[src/rtl/tetris_move_scheduler.sv]
// Move/gravity command scheduler for the Tetris field engine: merges key requests and
// the gravity timer into spaced one-hot command pulses, and owns game state and next-piece id.
module tetris_move_scheduler #(
    parameter int unsigned GRAVITY_DIV = 25_000_000,
    parameter int unsigned STEP_DIV    = 2_000_000,
    parameter int unsigned MIN_DIV     = 5_000_000,
    parameter int unsigned ISSUE_GAP   = 2
) (
    input  logic       clock,
    input  logic       reset,
    input  logic       start,
    input  logic       pause,
    input  logic       keyLeft,
    input  logic       keyRight,
    input  logic       keyDown,
    input  logic       keyRotate,
    input  logic       gameOver,
    input  logic [3:0] level,
    output logic       leftTrue,
    output logic       rightTrue,
    output logic       downTrue,
    output logic       rotateTrue,
    output logic [2:0] blockType,
    output logic [1:0] state
);

    typedef enum logic [1:0] {
        S_IDLE  = 2'd0,
        S_RUN   = 2'd1,
        S_PAUSE = 2'd2,
        S_OVER  = 2'd3
    } state_t;

    localparam int GW = $clog2(ISSUE_GAP + 1);
    localparam logic [GW-1:0] GAP_LOAD = GW'(ISSUE_GAP);

    // Command vector bit positions, lowest index = highest issue priority.
    localparam int CD   = 0;
    localparam int CROT = 1;
    localparam int CL   = 2;
    localparam int CR   = 3;

    state_t        state_q, state_d;
    logic [31:0]   cnt_q, cnt_d;
    logic [3:0]    pend_q, pend_d;
    logic [3:0]    cmd_q, cmd_d;
    logic [GW-1:0] gap_q, gap_d;
    logic [7:0]    lfsr_q, lfsr_d;
    logic [2:0]    bt_q, bt_d;

    logic [31:0]   lvl_step, period;
    logic [3:0]    keys, grant;
    logic [2:0]    r, cand;
    logic          run, entering, tick, issue_ok;

    always_comb begin
        lvl_step = 32'(level) * STEP_DIV;
        if (lvl_step >= GRAVITY_DIV)
            period = MIN_DIV;
        else if ((GRAVITY_DIV - lvl_step) < MIN_DIV)
            period = MIN_DIV;
        else
            period = GRAVITY_DIV - lvl_step;
    end

    always_comb begin
        state_d  = state_q;
        entering = 1'b0;
        case (state_q)
            S_IDLE, S_OVER: if (start) begin
                state_d  = S_RUN;
                entering = 1'b1;
            end
            S_RUN:   if (gameOver) state_d = S_OVER; else if (pause) state_d = S_PAUSE;
            S_PAUSE: if (gameOver) state_d = S_OVER; else if (pause) state_d = S_RUN;
            default: state_d = S_IDLE;
        endcase
    end

    assign run  = (state_q == S_RUN);
    assign keys = {keyRight, keyLeft, keyRotate, keyDown};
    // >= rather than == so a level raise that shrinks the period below cnt fires at once
    assign tick = run && (cnt_q >= period - 32'd1);
    // Never issue into a clock where the state will no longer be RUN.
    assign issue_ok = run && (state_d == S_RUN) && (gap_q == '0);

    always_comb begin
        grant = '0;
        if (issue_ok) begin
            if (pend_q[CD])        grant[CD]   = 1'b1;
            else if (pend_q[CROT]) grant[CROT] = 1'b1;
            else if (pend_q[CL])   grant[CL]   = 1'b1;
            else if (pend_q[CR])   grant[CR]   = 1'b1;
        end
    end

    assign r    = lfsr_q[2:0];
    assign cand = (r < 3'd6) ? r : r - 3'd2;

    always_comb begin
        cnt_d  = cnt_q;
        pend_d = pend_q;
        gap_d  = gap_q;
        cmd_d  = grant;
        lfsr_d = {lfsr_q[6:0], lfsr_q[7] ^ lfsr_q[5] ^ lfsr_q[4] ^ lfsr_q[3]};
        bt_d   = grant[CD] ? cand : bt_q;
        if (entering) begin
            cnt_d  = '0;
            pend_d = '0;
            gap_d  = '0;
        end else begin
            if (run) cnt_d = tick ? 32'd0 : cnt_q + 32'd1;
            // Sets are OR-ed after the clear so a same-clock set survives.
            pend_d = (pend_q & ~grant) | (run ? keys : 4'b0000) | {3'b000, tick};
            if (grant != '0)    gap_d = GAP_LOAD;
            else if (gap_q != '0) gap_d = gap_q - 1'b1;
        end
    end

    always_ff @(posedge clock or posedge reset) begin
        if (reset) begin
            state_q <= S_IDLE;
            cnt_q   <= '0;
            pend_q  <= '0;
            gap_q   <= '0;
            cmd_q   <= '0;
            lfsr_q  <= 8'h01;
            bt_q    <= 3'd2;
        end else begin
            state_q <= state_d;
            cnt_q   <= cnt_d;
            pend_q  <= pend_d;
            gap_q   <= gap_d;
            cmd_q   <= cmd_d;
            lfsr_q  <= lfsr_d;
            bt_q    <= bt_d;
        end
    end

    assign downTrue   = cmd_q[CD];
    assign rotateTrue = cmd_q[CROT];
    assign leftTrue   = cmd_q[CL];
    assign rightTrue  = cmd_q[CR];
    assign blockType  = bt_q;
    assign state      = state_q;

endmodule

[config.mk]
export PLATFORM = sky130hd
export DESIGN_NAME = tetris_move_scheduler
export DESIGN_NICKNAME = d
export VERILOG_FILES = /design/src/rtl/tetris_move_scheduler.sv
export SDC_FILE = /design/constraint.sdc
export NUM_CORES = 1
export LEC_CHECK = 0
export CORE_ASPECT_RATIO = 1.25
export CORE_MARGIN = 10
export CORE_UTILIZATION = 65
export CTS_CLUSTER_DIAMETER = 100
export DETAILED_ROUTE_END_ITERATION = 6
export DONT_BUFFER_PORTS = 1
export GPL_TIMING_DRIVEN = 0
export PLACE_DENSITY = 0.87
export SLEW_MARGIN = 40
export SYNTH_ARGS = -nofsm -noshare
export SYNTH_HDL_FRONTEND = slang
export SYNTH_SLANG_ARGS = --single-unit
[constraint.sdc]
create_clock -name clock -period 2.9 [get_ports clock]
set_input_delay 0.435 -clock clock [delete_from_list [all_inputs] [get_ports clock]]
set_output_delay 0.435 -clock clock [all_outputs]
set_load 0.01 [all_outputs]
# Word level (Yosys, flattened, before mapping)
# Cells that the tools add are included.
[totals] output_inout_bits=9 elab_cells=65 regBits=55 input_bits=13
[classes] magnitude_cmp=4 reduce_logical=10 n_mux=27 bitwise_logic=7 eq_ne=4 addsub=5 mul=1
[op_table] cell="$mux 32" count=5
[op_table] cell="$add 32x1->32 const B" count=1
[op_table] cell="$ge 32x32->1" count=1
[op_table] cell="$lt 32x23->1 const B" count=1
[op_table] cell="$sub 32x1->32 const B" count=1
[op_table] cell="$sub 25x25->26 const A" count=1
[op_table] cell="$ge 25x25->1 const B" count=1
[op_table] cell="$mul 4x14->18 const B" count=1
[op_table] cell="$mux 2" count=9
[op_table] cell="$mux 4" count=3
[op_table] cell="$mux 1" count=7
[op_table] cell="$mux 3" count=2
[op_table] cell="$pmux 2 s3" count=1
[op_table] cell="$and 4x4->4" count=1
[op_table] cell="$eq 2x1->1 const B" count=2
[op_table] cell="$eq 2x2->1 const B" count=2
[op_table] cell="$logic_not 2->1" count=2
[op_table] cell="$not 4->4" count=1
[op_table] cell="$or 4x1->4" count=1
[op_table] cell="$or 4x4->4" count=1
[op_table] cell="$reduce_bool 2->1" count=2
[op_table] cell="$reduce_bool 4->1" count=1
[op_table] cell="$logic_and 1x1->1" count=3
[op_table] cell="$lt 3x3->1 const B" count=1
[op_table] cell="other kinds (5)" count=7

# Longest topological paths before layout
[depth] depth_word=12 mapped_depth=25 depth_no_buf=22

# Worst setup path before layout
# OpenSTA, ideal clock, no wires.
[synth_timing] path_type="input -> register" from="input level[1]" to="register pend_q[0]" path_buffers=3 stages=24 path_slack_ns=-3.195 arrival_time_ns=5.975 path_cell_list="fa_1 > inv_1 > fa_1 > inv_1 > ha_1 > a211oi_1 > nor4_1 > or4b_4 > buf_6 > a31oi_4 > nand2_2 > a211oi_4 > nor3_4 > or3_1 > ha_1 > a211o_1 > a21oi_1 > o211ai_1 > a32oi_1 > o21a_1 > clkbuf_1 > clkbuf_1 > a31oi_1 > a31o_2"
[synth_via] elab_chain_cells=10
[synth_lines] element="start: declaration" line="18" source="input logic [3:0] level,"
[synth_lines] element="$mul 4x14->18 (*)" line="57" source="lvl_step = 32'(level) * STEP_DIV;"
[synth_lines] element="$sub 25x25->26" line="60, 63"
[synth_lines] element="$lt 32x23->1" line="60" source="else if ((GRAVITY_DIV - lvl_step) < MIN_DIV)"
[synth_lines] element="$mux 32" line="60"
[synth_lines] element="$mux 32 (*)" line="58" source="if (lvl_step >= GRAVITY_DIV)"
[synth_lines] element="$sub 32x1->32 (*)" line="83" source="assign tick = run && (cnt_q >= period - 32'd1);"
[synth_lines] element="$ge 32x32->1 (*)" line="83"
[synth_lines] element="$logic_and 1x1->1 (*)" line="83"
[synth_lines] element="$or 4x1->4 (*)" line="114" source="pend_d = (pend_q & ~grant) | (run ? keys : 4'b0000) | {3'b000, tick};"
[synth_lines] element="$mux 4 (*)" line="107" source="if (entering) begin"
[synth_lines] element="net pend_d[0]" line="45" source="logic [3:0] pend_q, pend_d;"
[synth_lines] element="end signal: assignment" line="132" source="pend_q <= pend_d;"
[synth_lines] element="end: declaration" line="45"
# Mark *: on every way through the listed nets, which the timed path passes. The rest lies on a longest branch.
# A chain may end at the register's enable or synchronous reset.

# Worst setup path in the final report
[layout_timing] from="input level[1]" to="register cnt_q[30]"
[layout_via] elab_chain_cells=11
[layout_lines] element="$mul 4x14->18 (*)" line="57"
[layout_lines] element="$sub 25x25->26" line="60, 63"
[layout_lines] element="$lt 32x23->1" line="60"
[layout_lines] element="$mux 32" line="60"
[layout_lines] element="$mux 32 (*)" line="58"
[layout_lines] element="$sub 32x1->32 (*)" line="83"
[layout_lines] element="$ge 32x32->1 (*)" line="83"
[layout_lines] element="$logic_and 1x1->1 (*)" line="83"
[layout_lines] element="$mux 32 (*) (2 in series)" line="112" source="if (run) cnt_d = tick ? 32'd0 : cnt_q + 32'd1;"
[layout_lines] element="$mux 32 (*)" line="107"
[layout_lines] element="end signal: assignment" line="131" source="cnt_q <= cnt_d;"
[layout_lines] element="end: declaration" line="44" source="logic [31:0] cnt_q, cnt_d;"
# Every way passes the cells marked *; elsewhere a longest branch is shown, timed or not. The select of a mux whose other input is x is not followed.

==> impl_results.md <==
* Avg WL per Cell at 18.2 µm
* FF/Latch Area at 1380 µm²
* Hold Vio Cnt, Final at 0
* Crit path launch type: primary input
* I/O Pins at 22
* Clk_skew at just under 7 ps
* Layout cells sized above 1 at a little under a fifth
* Slew Limit Fails at 0
* Mapped Cells at 525
* Main synth FF type: dfrtp_1
* Global route overflow at 0
* Final WS setup at -2590 ps
* Unrepaired setup endpoints after global routing: yes
* Power Dens Cells at 664 nW/µm²
* Setup violators final at 33
* Final core occ at 77.5%
* Post-route insts no fill at 648
* Worst EP arrival at 5740 ps
* Die Span Y at 114 µm
* Vias in the first global route at 4237
* Syn_area_per_cell at 8.75 µm²
* Synthesized Nets at 592
* Relative max-transition margin at a little over half
* Sequential area share after synthesis at roughly 30%
* Most instantiated cells after synthesis: 53 x dfrtp_1, 49 x ha_1, 42 x inv_1, 41 x nor2_1, 40 x nand2_1
* Post-Syn Area at 4590 µm²
* Async SR Flop Fraction at 100%
* Synth warn at 0
* Yosys top cell by area: dfrtp_1
* Core footprint at 6930 µm²
* Footprint of the multi-input gates at 3270 µm²
* Max-cap violations at 0
* Largest net degree at the start of global routing at 45
* CP endpoint kind: flip-flop
* P&R area growth vs syn at 17.0%
* Achievable Freq at 182 MHz
* Top-count cell post-synth: dfrtp_1
* Pleak at 2.39 nW
* Crit Path Max Fanout at 7
* Clock root cell: clkbuf_8
* DRT antenna net count at 0
* Inst Count DP at 616
* Full die area at 10800 µm²
* Final Cycle Share at 189%
* Reg2reg setup slack at ~200 ps
* Via density at 6.53
* N_diodes at 0
* Drc violations at 0
* Inserted Clock Buffers at 5
* Failing checks: setup timing
* Clock sinks at 55
* CTS Buffer Depth at 2
* Reg clk slew, reported paths at 110 ps
* Peak supply drop at 0.405 mV
* CTS tree: yes
* Post-DP HPWL at 8.43 mm
* DR vias at 4230
* Top cells by area, synth: dfrtp_1 29%, ha_1 13%, xor2_1 3.6%
* #FFs+latches synth at 55
* Worst min-delay path category: in2reg
* Filler instances at 457
* Post-layout nets at 624
* Skew-Pair Late Insertion Delay at 320 ps
* Pre-Repair DR Iteration Count at 5
* GP Congestion at 0.935
* EDFF count, synth at 0
* Post-synth top area share at approximately 29%
* CP Class: in2reg
* Status: finished, violations left
* Chip width at 95.2 µm
* PortBufs at 0
* Routed WL at 11.8 mm
* Worst Tran Pin Value at roughly 700 ps
* CTS H-tree depth at 2
* Initial antenna violation count at 0
* DP Worst Slack at -3510 ps
* Final Critical Period at 5490 ps
* Starting density of the core at 66.2%
* First-pass GRT wire length at 19.4 mm
* FP Rows at 34
* 1st-iter DRT viols at 298
* Critical path required time at 3150 ps
* Distinct cells, synth at 62
* Global Route Usage Sum at 21.6%
## logic make-up (layout without fill, tap and decap cells)
kind of cell / count (synthesis) / after routing / share of synthesized area [%]
AOI/OAI and AO/OA: 116 / 116 / 18.2
xor gates and xnor gates: 34 / 34 / 6.49
adders and majority gates: 54 / 54 / 15.5
buffers and inverters: 62 / 94 / 5.39
DFF: 55 / 55 / 30.0
muxes: 6 / 6 / 1.61
and+or+nand+nor: 198 / 199 / 22.8
## worst max-delay path, stage by stage
cell	delay, ps
fa_1	550
inv_1	60
fa_1	500
inv_2	50
ha_4	280
o21ai_4	70
o2111ai_2	160
or4b_4	570
a31oi_4	250
nand2_2	100
a211oi_4	180
buf_6	140
nor3_4	50
or3_1	370
ha_1	300
a21o_1	180
a21o_1	170
a21oi_1	120
o21ai_0	120
a31oi_2	290
clkbuf_4	230
nand4_1	110
buf_6	180
clkbuf_8	160
o22ai_2	110
## metrics by stage
step	area, µm²	hold slack [ps]	power [mW]	setup TNS [ps]
after floorplan	4700	331	2.28	-78060
after global placement	4820	337	2.57	-105150
after detailed placement	4850	228	2.67	-109140
after CTS	5190	251	3.34	-82220
after global routing	5370	267	3.81	-90490
final	5370	250	3.57	-81880
## cells in the final DEF, fill, tap and decap left out, drive strengths merged, types with 7 or more instances in the layout
| master | count |
|---|---|
| a21o | 7 |
| a21oi | 19 |
| a31oi | 7 |
| a41oi | 14 |
| and3 | 10 |
| buf | 26 |
| clkbuf | 22 |
| dfrtp | 53 |
| ha | 49 |
| inv | 43 |
| nand2 | 41 |
| nand2b | 10 |
| nand3 | 21 |
| nand4 | 17 |
| nor2 | 41 |
| nor3 | 15 |
| nor4 | 9 |
| o21ai | 17 |
| o22ai | 16 |
| or3 | 10 |
| xnor2 | 15 |
| xor2 | 19 |
## flip-flops by register name (all words and copies together) (netlist names)
name / flops
cnt_q: 32
lfsr_q: 8
cmd_q: 4
pend_q: 4
blockType: 3
gap_q: 2
state: 2
## layer usage
| metal | track usage (%) | vias up | wire length (µm) |
|---|---|---|---|
| li1 | - | 1979 | - |
| met1 | 23.3 | 2060 | 4460 |
| met2 | 39.7 | 149 | 6330 |
| met3 | 2.76 | 42 | 551 |
| met4 | 10.8 | 0 | 464 |
| met5 | 0 | - | 0 |
## final cells by class
type	instances	share of cell area, %
multi-input combinational	409	60.8
sequential	55	25.7
timing repair buffer	25	4.10
inverter	42	3.03
buffer	19	2.47
tap	90	2.10
clock buffer	5	1.28
clock inverter	3	0.512
## what timing repair did
item | 4_1_cts | 5_1_grt
setup buffers | 14 | 8
resized for setup | 27 | 22
endpoints found under the hold margin | 10 | 0
hold buffers | 1 | 0
endpoints found under the setup margin | 33 | 33
pin swaps | 11 | 10
cloned | 2 | 0
## worst paths after layout
kind	from	end	depth (start not counted)
worst min register to register	lfsr_q[6]	lfsr_q[7]	0
min in group asynchronous	reset	lfsr_q[7]	2
worst min-delay path	keyRight	pend_q[3]	2
worst max-delay path	level[1]	cnt_q[30]	25
max in group asynchronous	reset	blockType[1]	3
worst max register to register	state[0]	cnt_q[5]	8
## power by group
part | switching [mW] | leakage [nW] | internal, mW | total [mW]
sequential | 0.113 | 0.742 | 0.854 | 0.968
combinational | 1.26 | 1.60 | 0.892 | 2.15
clock | 0.272 | 0.0463 | 0.178 | 0.450
(Power assumes the default switching activity.)
